<file path="config.mk">
export PLATFORM = sky130hd
export DESIGN_NAME = decimation_controller
export DESIGN_NICKNAME = d
export VERILOG_FILES = /design/src/rtl/decim_pkg.sv /design/src/rtl/decim_mod_counter.sv /design/src/rtl/decimation_controller.sv
export SDC_FILE = /design/constraint.sdc
export NUM_CORES = 1
export LEC_CHECK = 0
export BUFFER_PORTS_ARGS = -buffer_cell sky130_fd_sc_hd__buf_2
export CAP_MARGIN = 20
export CORE_AREA = 4 4 41 43
export CTS_CLUSTER_SIZE = 8
export DETAILED_ROUTE_END_ITERATION = 16
export DIE_AREA = 0 0 45 47
export GPL_ROUTABILITY_DRIVEN = 0
export HOLD_SLACK_MARGIN = 0.1
export PLACE_DENSITY = 0.69
export SYNTH_ARGS = -nofsm -noshare
export SYNTH_HDL_FRONTEND = slang
export SYNTH_SLANG_ARGS = --single-unit
</file>
<file path="constraint.sdc">
create_clock -name clock -period 2.9 [get_ports clock]
set_input_delay 0.145 -clock clock [delete_from_list [all_inputs] [get_ports clock]]
set_output_delay 0.145 -clock clock [all_outputs]
set_load 0.05 [all_outputs]
</file>
<file path="src/rtl/decim_pkg.sv">
// Shared definitions for the decimation controller: FSM state encoding and
// the default width of the ratio / phase / sample counter.
// No logic; imported by decimation_controller and decim_mod_counter.
package decim_pkg;

  typedef enum logic {
    IDLE = 1'b0,
    RUN  = 1'b1
  } state_t;

  localparam int DECIM_CNT_W_DEFAULT = 4;

endpackage

</file>
<file path="src/rtl/decim_mod_counter.sv">
// Purpose : modulo-N sample counter; counts 0 .. modulus-1 and wraps to 0.
// Latency : count updates on the clock edge after en/clr; clr has priority over en.
// Backpressure: none; the counter holds its value whenever en is low.
// Ports   : clock, reset (sync, active-high), clr (synchronous clear),
//           en (advance one step), modulus (wrap value, must be non-zero),
//           count (current position).
module decim_mod_counter
  import decim_pkg::*;
#(
  parameter int cnt_width = DECIM_CNT_W_DEFAULT
) (
  input  logic                 clock,
  input  logic                 reset,
  input  logic                 clr,
  input  logic                 en,
  input  logic [cnt_width-1:0] modulus,
  output logic [cnt_width-1:0] count
);

  localparam logic [cnt_width-1:0] CNT_ONE = cnt_width'(1);

  always_ff @(posedge clock) begin
    if (reset) begin
      count <= '0;
    end else if (clr) begin
      count <= '0;
    end else if (en) begin
      if (count == modulus - CNT_ONE) begin
        count <= '0;
      end else begin
        count <= count + CNT_ONE;
      end
    end
  end

endmodule

</file>
<file path="src/rtl/decimation_controller.sv">
// Purpose : keeps one input sample in every R by driving the held-sample
//           register's hold line low on the selected counter position.
// Latency : hold is combinational; out_valid follows a kept sample by one cycle.
// Backpressure: none; sample_valid=0 simply freezes the counter.
// Ports   : clock, reset (sync, active-high), start/stop (control pulses),
//           ratio (decimation factor R), phase (optional, keep position),
//           sample_valid, hold, out_valid, busy (in RUN), cfg_err (sticky).
// Option  : define DECIM_PHASE_EN to add the phase input; otherwise the kept
//           position is fixed at count 0.
module decimation_controller
  import decim_pkg::*;
#(
  parameter int cnt_width = DECIM_CNT_W_DEFAULT
) (
  input  logic                 clock,
  input  logic                 reset,
  input  logic                 start,
  input  logic                 stop,
  input  logic [cnt_width-1:0] ratio,
`ifdef DECIM_PHASE_EN
  input  logic [cnt_width-1:0] phase,
`endif
  input  logic                 sample_valid,
  output logic                 hold,
  output logic                 out_valid,
  output logic                 busy,
  output logic                 cfg_err
);

  localparam logic [cnt_width-1:0] R_ONE = cnt_width'(1);

  state_t               state;
  state_t               state_nxt;
  logic [cnt_width-1:0] r_q;
  logic [cnt_width-1:0] phase_q;
  logic [cnt_width-1:0] count;
  logic                 cfg_legal;
  logic                 load;
  logic                 cfg_set;
  logic                 cnt_clr;
  logic                 cnt_en;

  // A zero ratio can never wrap, and a phase at or beyond the ratio would
  // never be reached by the counter.
`ifdef DECIM_PHASE_EN
  assign cfg_legal = (ratio != '0) && (phase < ratio);
`else
  assign cfg_legal = (ratio != '0);
`endif

  always_ff @(posedge clock) begin
    if (reset) begin
      state <= IDLE;
    end else begin
      state <= state_nxt;
    end
  end

  always_comb begin
    state_nxt = state;
    load      = 1'b0;
    cfg_set   = 1'b0;
    cnt_clr   = 1'b0;
    cnt_en    = 1'b0;
    unique case (state)
      IDLE: begin
        // stop wins over a simultaneous start
        if (start && !stop) begin
          if (cfg_legal) begin
            load      = 1'b1;
            cnt_clr   = 1'b1;
            state_nxt = RUN;
          end else begin
            cfg_set   = 1'b1;
          end
        end
      end
      RUN: begin
        cnt_en = sample_valid;
        if (stop) begin
          state_nxt = IDLE;
        end
      end
      default: state_nxt = IDLE;
    endcase
  end

  // Configuration is captured only on a legal start; in RUN the ratio and
  // phase inputs are free to change without effect.
  always_ff @(posedge clock) begin
    if (reset) begin
      r_q     <= R_ONE;
      cfg_err <= 1'b0;
    end else begin
      if (load) begin
        r_q     <= ratio;
        cfg_err <= 1'b0;
      end else if (cfg_set) begin
        cfg_err <= 1'b1;
      end
    end
  end

`ifdef DECIM_PHASE_EN
  always_ff @(posedge clock) begin
    if (reset) begin
      phase_q <= '0;
    end else if (load) begin
      phase_q <= phase;
    end
  end
`else
  assign phase_q = '0;
`endif

  decim_mod_counter #(
    .cnt_width (cnt_width)
  ) u_counter (
    .clock   (clock),
    .reset   (reset),
    .clr     (cnt_clr),
    .en      (cnt_en),
    .modulus (r_q),
    .count   (count)
  );

  // Decoded from the current state, so a sample arriving with stop is still
  // kept when its position matches.
  assign hold = !((state == RUN) && sample_valid && (count == phase_q));
  assign busy = (state == RUN);

  always_ff @(posedge clock) begin
    if (reset) begin
      out_valid <= 1'b0;
    end else begin
      out_valid <= !hold;
    end
  end

endmodule

</file>
==> results.sh <==
export IMPL_setup_viol_count_final=0
export IMPL_cts_setup_buffers=0
export IMPL_yosys_warnings=0
export IMPL_dp_cells=83
export IMPL_synth_xor_xnor_area_share=0.138
export IMPL_critPathArrivalTime_ns=1.62
export IMPL_dr_pass1_iters=2
export IMPL_die_area_um2=2120
export IMPL_fin_crit_sh=0.607
export IMPL_ant_nets=0
export IMPL_ctsLongestPathBuffers=2
export IMPL_clock_skew_ns=0.00282
export IMPL_p_leak_nw=0.268
export IMPL_period_needed_ns=1.76
export IMPL_fin_setup_tns_ns=0
export IMPL_max_slew_worst_pin_slew_ns=0.487
export IMPL_slew_viol_final=0
export IMPL_grt_pass1_vias=423
export IMPL_maxCapViolCount=0
export IMPL_grt_max_degree=12
export IMPL_portBuffers=12
export IMPL_final_cells=87
export IMPL_num_vias=442
export IMPL_grt_use_total=0.119
export IMPL_routed_via_density=5.08
export IMPL_synth_compound_area_frac=0.0692
export IMPL_numCtsBuffers=3
export IMPL_cts_root_buf="clkbuf_4"
export IMPL_p_switching_mw=0.0816
export IMPL_end_kind="primary output"
export IMPL_power_density_nw_per_um2=472
export IMPL_drt_initial_drc_count=12
export IMPL_multi_input_area_um2=310
export IMPL_synth_top_family_by_area="simple AND/OR/NAND/NOR gates"
export IMPL_cts_tree="built"
export IMPL_critical_path_max_stage_delay_ns=0.54
export IMPL_initial_core_util=0.431
export IMPL_drive_above_1_share=0.250
export IMPL_htreeDepth=1
export IMPL_netlist_instances=58
export IMPL_p_sw_frac=0.264
export IMPL_hold_viol=0
export IMPL_syn2layout_area_growth_pct=16.7
export IMPL_worstPathMaxFanout=6
export IMPL_grt_remaining_overflow=0
export IMPL_irDropWorstVdd_uv=164
export IMPL_antenna_found_initial=0
export IMPL_die_height_um=47
export IMPL_syn_cell_area_um2=561
export IMPL_fmax_mhz=568
export IMPL_postSynthRegisterBits=11
export IMPL_routed_wl_um=1040
export IMPL_fillers=131
export IMPL_rsz0062_at_grt="false"
export IMPL_ctsResizeCount=0
export IMPL_status="finished, final reports clean"
export IMPL_cts_hold_fix_buffers=0
export IMPL_p_clk_frac=0.340
export IMPL_core_area_um2=1300
export IMPL_io_pins=13
export IMPL_power_internal_mw=0.227
export IMPL_nets=85
export IMPL_relSlewSlack=0.675
export IMPL_dieWidth_um=45
export IMPL_clock_latency_ns=0.27
export IMPL_synth_area_per_cell_um2=9.66
export IMPL_cts_sinks=11
export IMPL_crit_slowest_cell="or4b_1"
export IMPL_drc=0
export IMPL_synthMuxAreaShare=0.0893
export IMPL_cp_required_ns=2.76
export IMPL_path_class="reg2out"
export IMPL_grt_pass1_wl_um=1710
export IMPL_seqCellArea_um2=220
export IMPL_diodes=0
export IMPL_p_seq_frac=0.521
export IMPL_ys_seq_area_frac=0.393
export IMPL_hp_class="in2reg"
export IMPL_cp_cell_sequence="nand2_1, or4b_1, buf_2"
export IMPL_dp_hpwl_um=808
export IMPL_synth_cell_types=21
export IMPL_synth_nets=70
export IMPL_combinationalPowerShare=0.138
export IMPL_rows=13
export IMPL_yosys_area_share_simple=0.190
export IMPL_wire_per_inst_um=11.9
export IMPL_startpoint_type="flip-flop"
export IMPL_synthAdderAreaFrac=0.0670
export IMPL_path_clk_slew_ns=0.07
-- cell type report --
type	count	area share
multi-input combinational	40	0.474
tap	15	0.0287
inverter	5	0.0287
sequential	11	0.337
timing repair buffer	12	0.0918
clock buffer	4	0.0402
-- metrics by stage --
stage                     utilization  instance area, µm²  power, mW  setup slack, ns  hold slack, ns
after floorplan                     -                 561      0.196            0.981           0.221
after global placement          0.483                 628      0.207             1.33           0.400
after detailed placement        0.483                 628      0.208             1.28           0.408
after CTS                       0.503                 654      0.313             1.12           0.124
after global routing            0.503                 654      0.321             1.07           0.164
final                           0.503                 654      0.309             1.14           0.123
-- worst max-delay path, delay by kind of cell, from the launching register on --
family | cells | cell delay [ns]
buffers and inverters | 1 | 0.23
AND/OR/NAND/NOR | 2 | 0.69
flip-flops | 1 | 0.43
-- cells in the mapped netlist (all sizes together) --
cell type,number,area share
o21ai,1,0.0089
clkbuf,1,0.0067
xor2,2,0.031
nor4,5,0.056
nand3,2,0.018
ha,3,0.067
nand2,1,0.0067
inv,5,0.033
nor2,7,0.047
nor3,1,0.018
and2b,1,0.013
o2111ai,1,0.016
dfxtp,11,0.39
a2111oi,1,0.027
a21oi,2,0.018
xnor2,6,0.11
or4b,1,0.018
buf,1,0.013
mux2i,5,0.089
nor3b,1,0.013
-- sequential cells by signal, summed over array words and instances, names as in the netlist --
register / count
out_valid: 1
r_q: 4
cfg_err: 1
busy: 1
u_counter.count: 4
-- cell usage in the layout, fill, tap and decap left out, types with 2 or more instances in the layout --
master    count
nor4_1        5
buf_2        12
clkbuf_4      3
xor2_1        2
nor2_1        7
a21oi_1       2
ha_1          3
inv_1         5
mux2i_1       5
dfxtp_1      11
nand3_1       2
xnor2_1       5
-- metal layers --
layer,global-route usage,part of all wire,up-vias
li1,-,-,229
met1,0.125,0.45,203
met2,0.186,0.47,6
met3,0.0460,0.046,4
met4,0.105,0.035,0
met5,0,0,-
-- cell families after synthesis --
logic type / after synthesis
AND/OR/NAND/NOR: 19
flip-flops: 11
XOR/XNOR: 8
buffers and inverters: 7
AO/OA/AOI/OAI: 5
multiplexers: 5
adder cells (fa/ha/maj): 3
-- worst paths after layout --
path | start | end | slack [ns] | cells past startpoint
worst max-delay path | busy | hold | 1.14 | 3
worst min-delay path | ratio[0] | r_q[0] | 0.12 | 3
worst max register to register | r_q[0] | u_counter.count[0] | 1.27 | 6
worst min register to register | cfg_err | cfg_err | 0.51 | 2
-- power groups by stage --
stage          Combinational, mW  Sequential, mW  Clock (mW)
2_1_floorplan             0.0283           0.168           0
3_3_place_gp              0.0423           0.164           0
3_5_place_dp              0.0431           0.165           0
4_1_cts                   0.0433           0.161       0.109
5_1_grt                   0.0473           0.162       0.112
6_report                  0.0428           0.161       0.105
(Power assumes the default switching activity.)
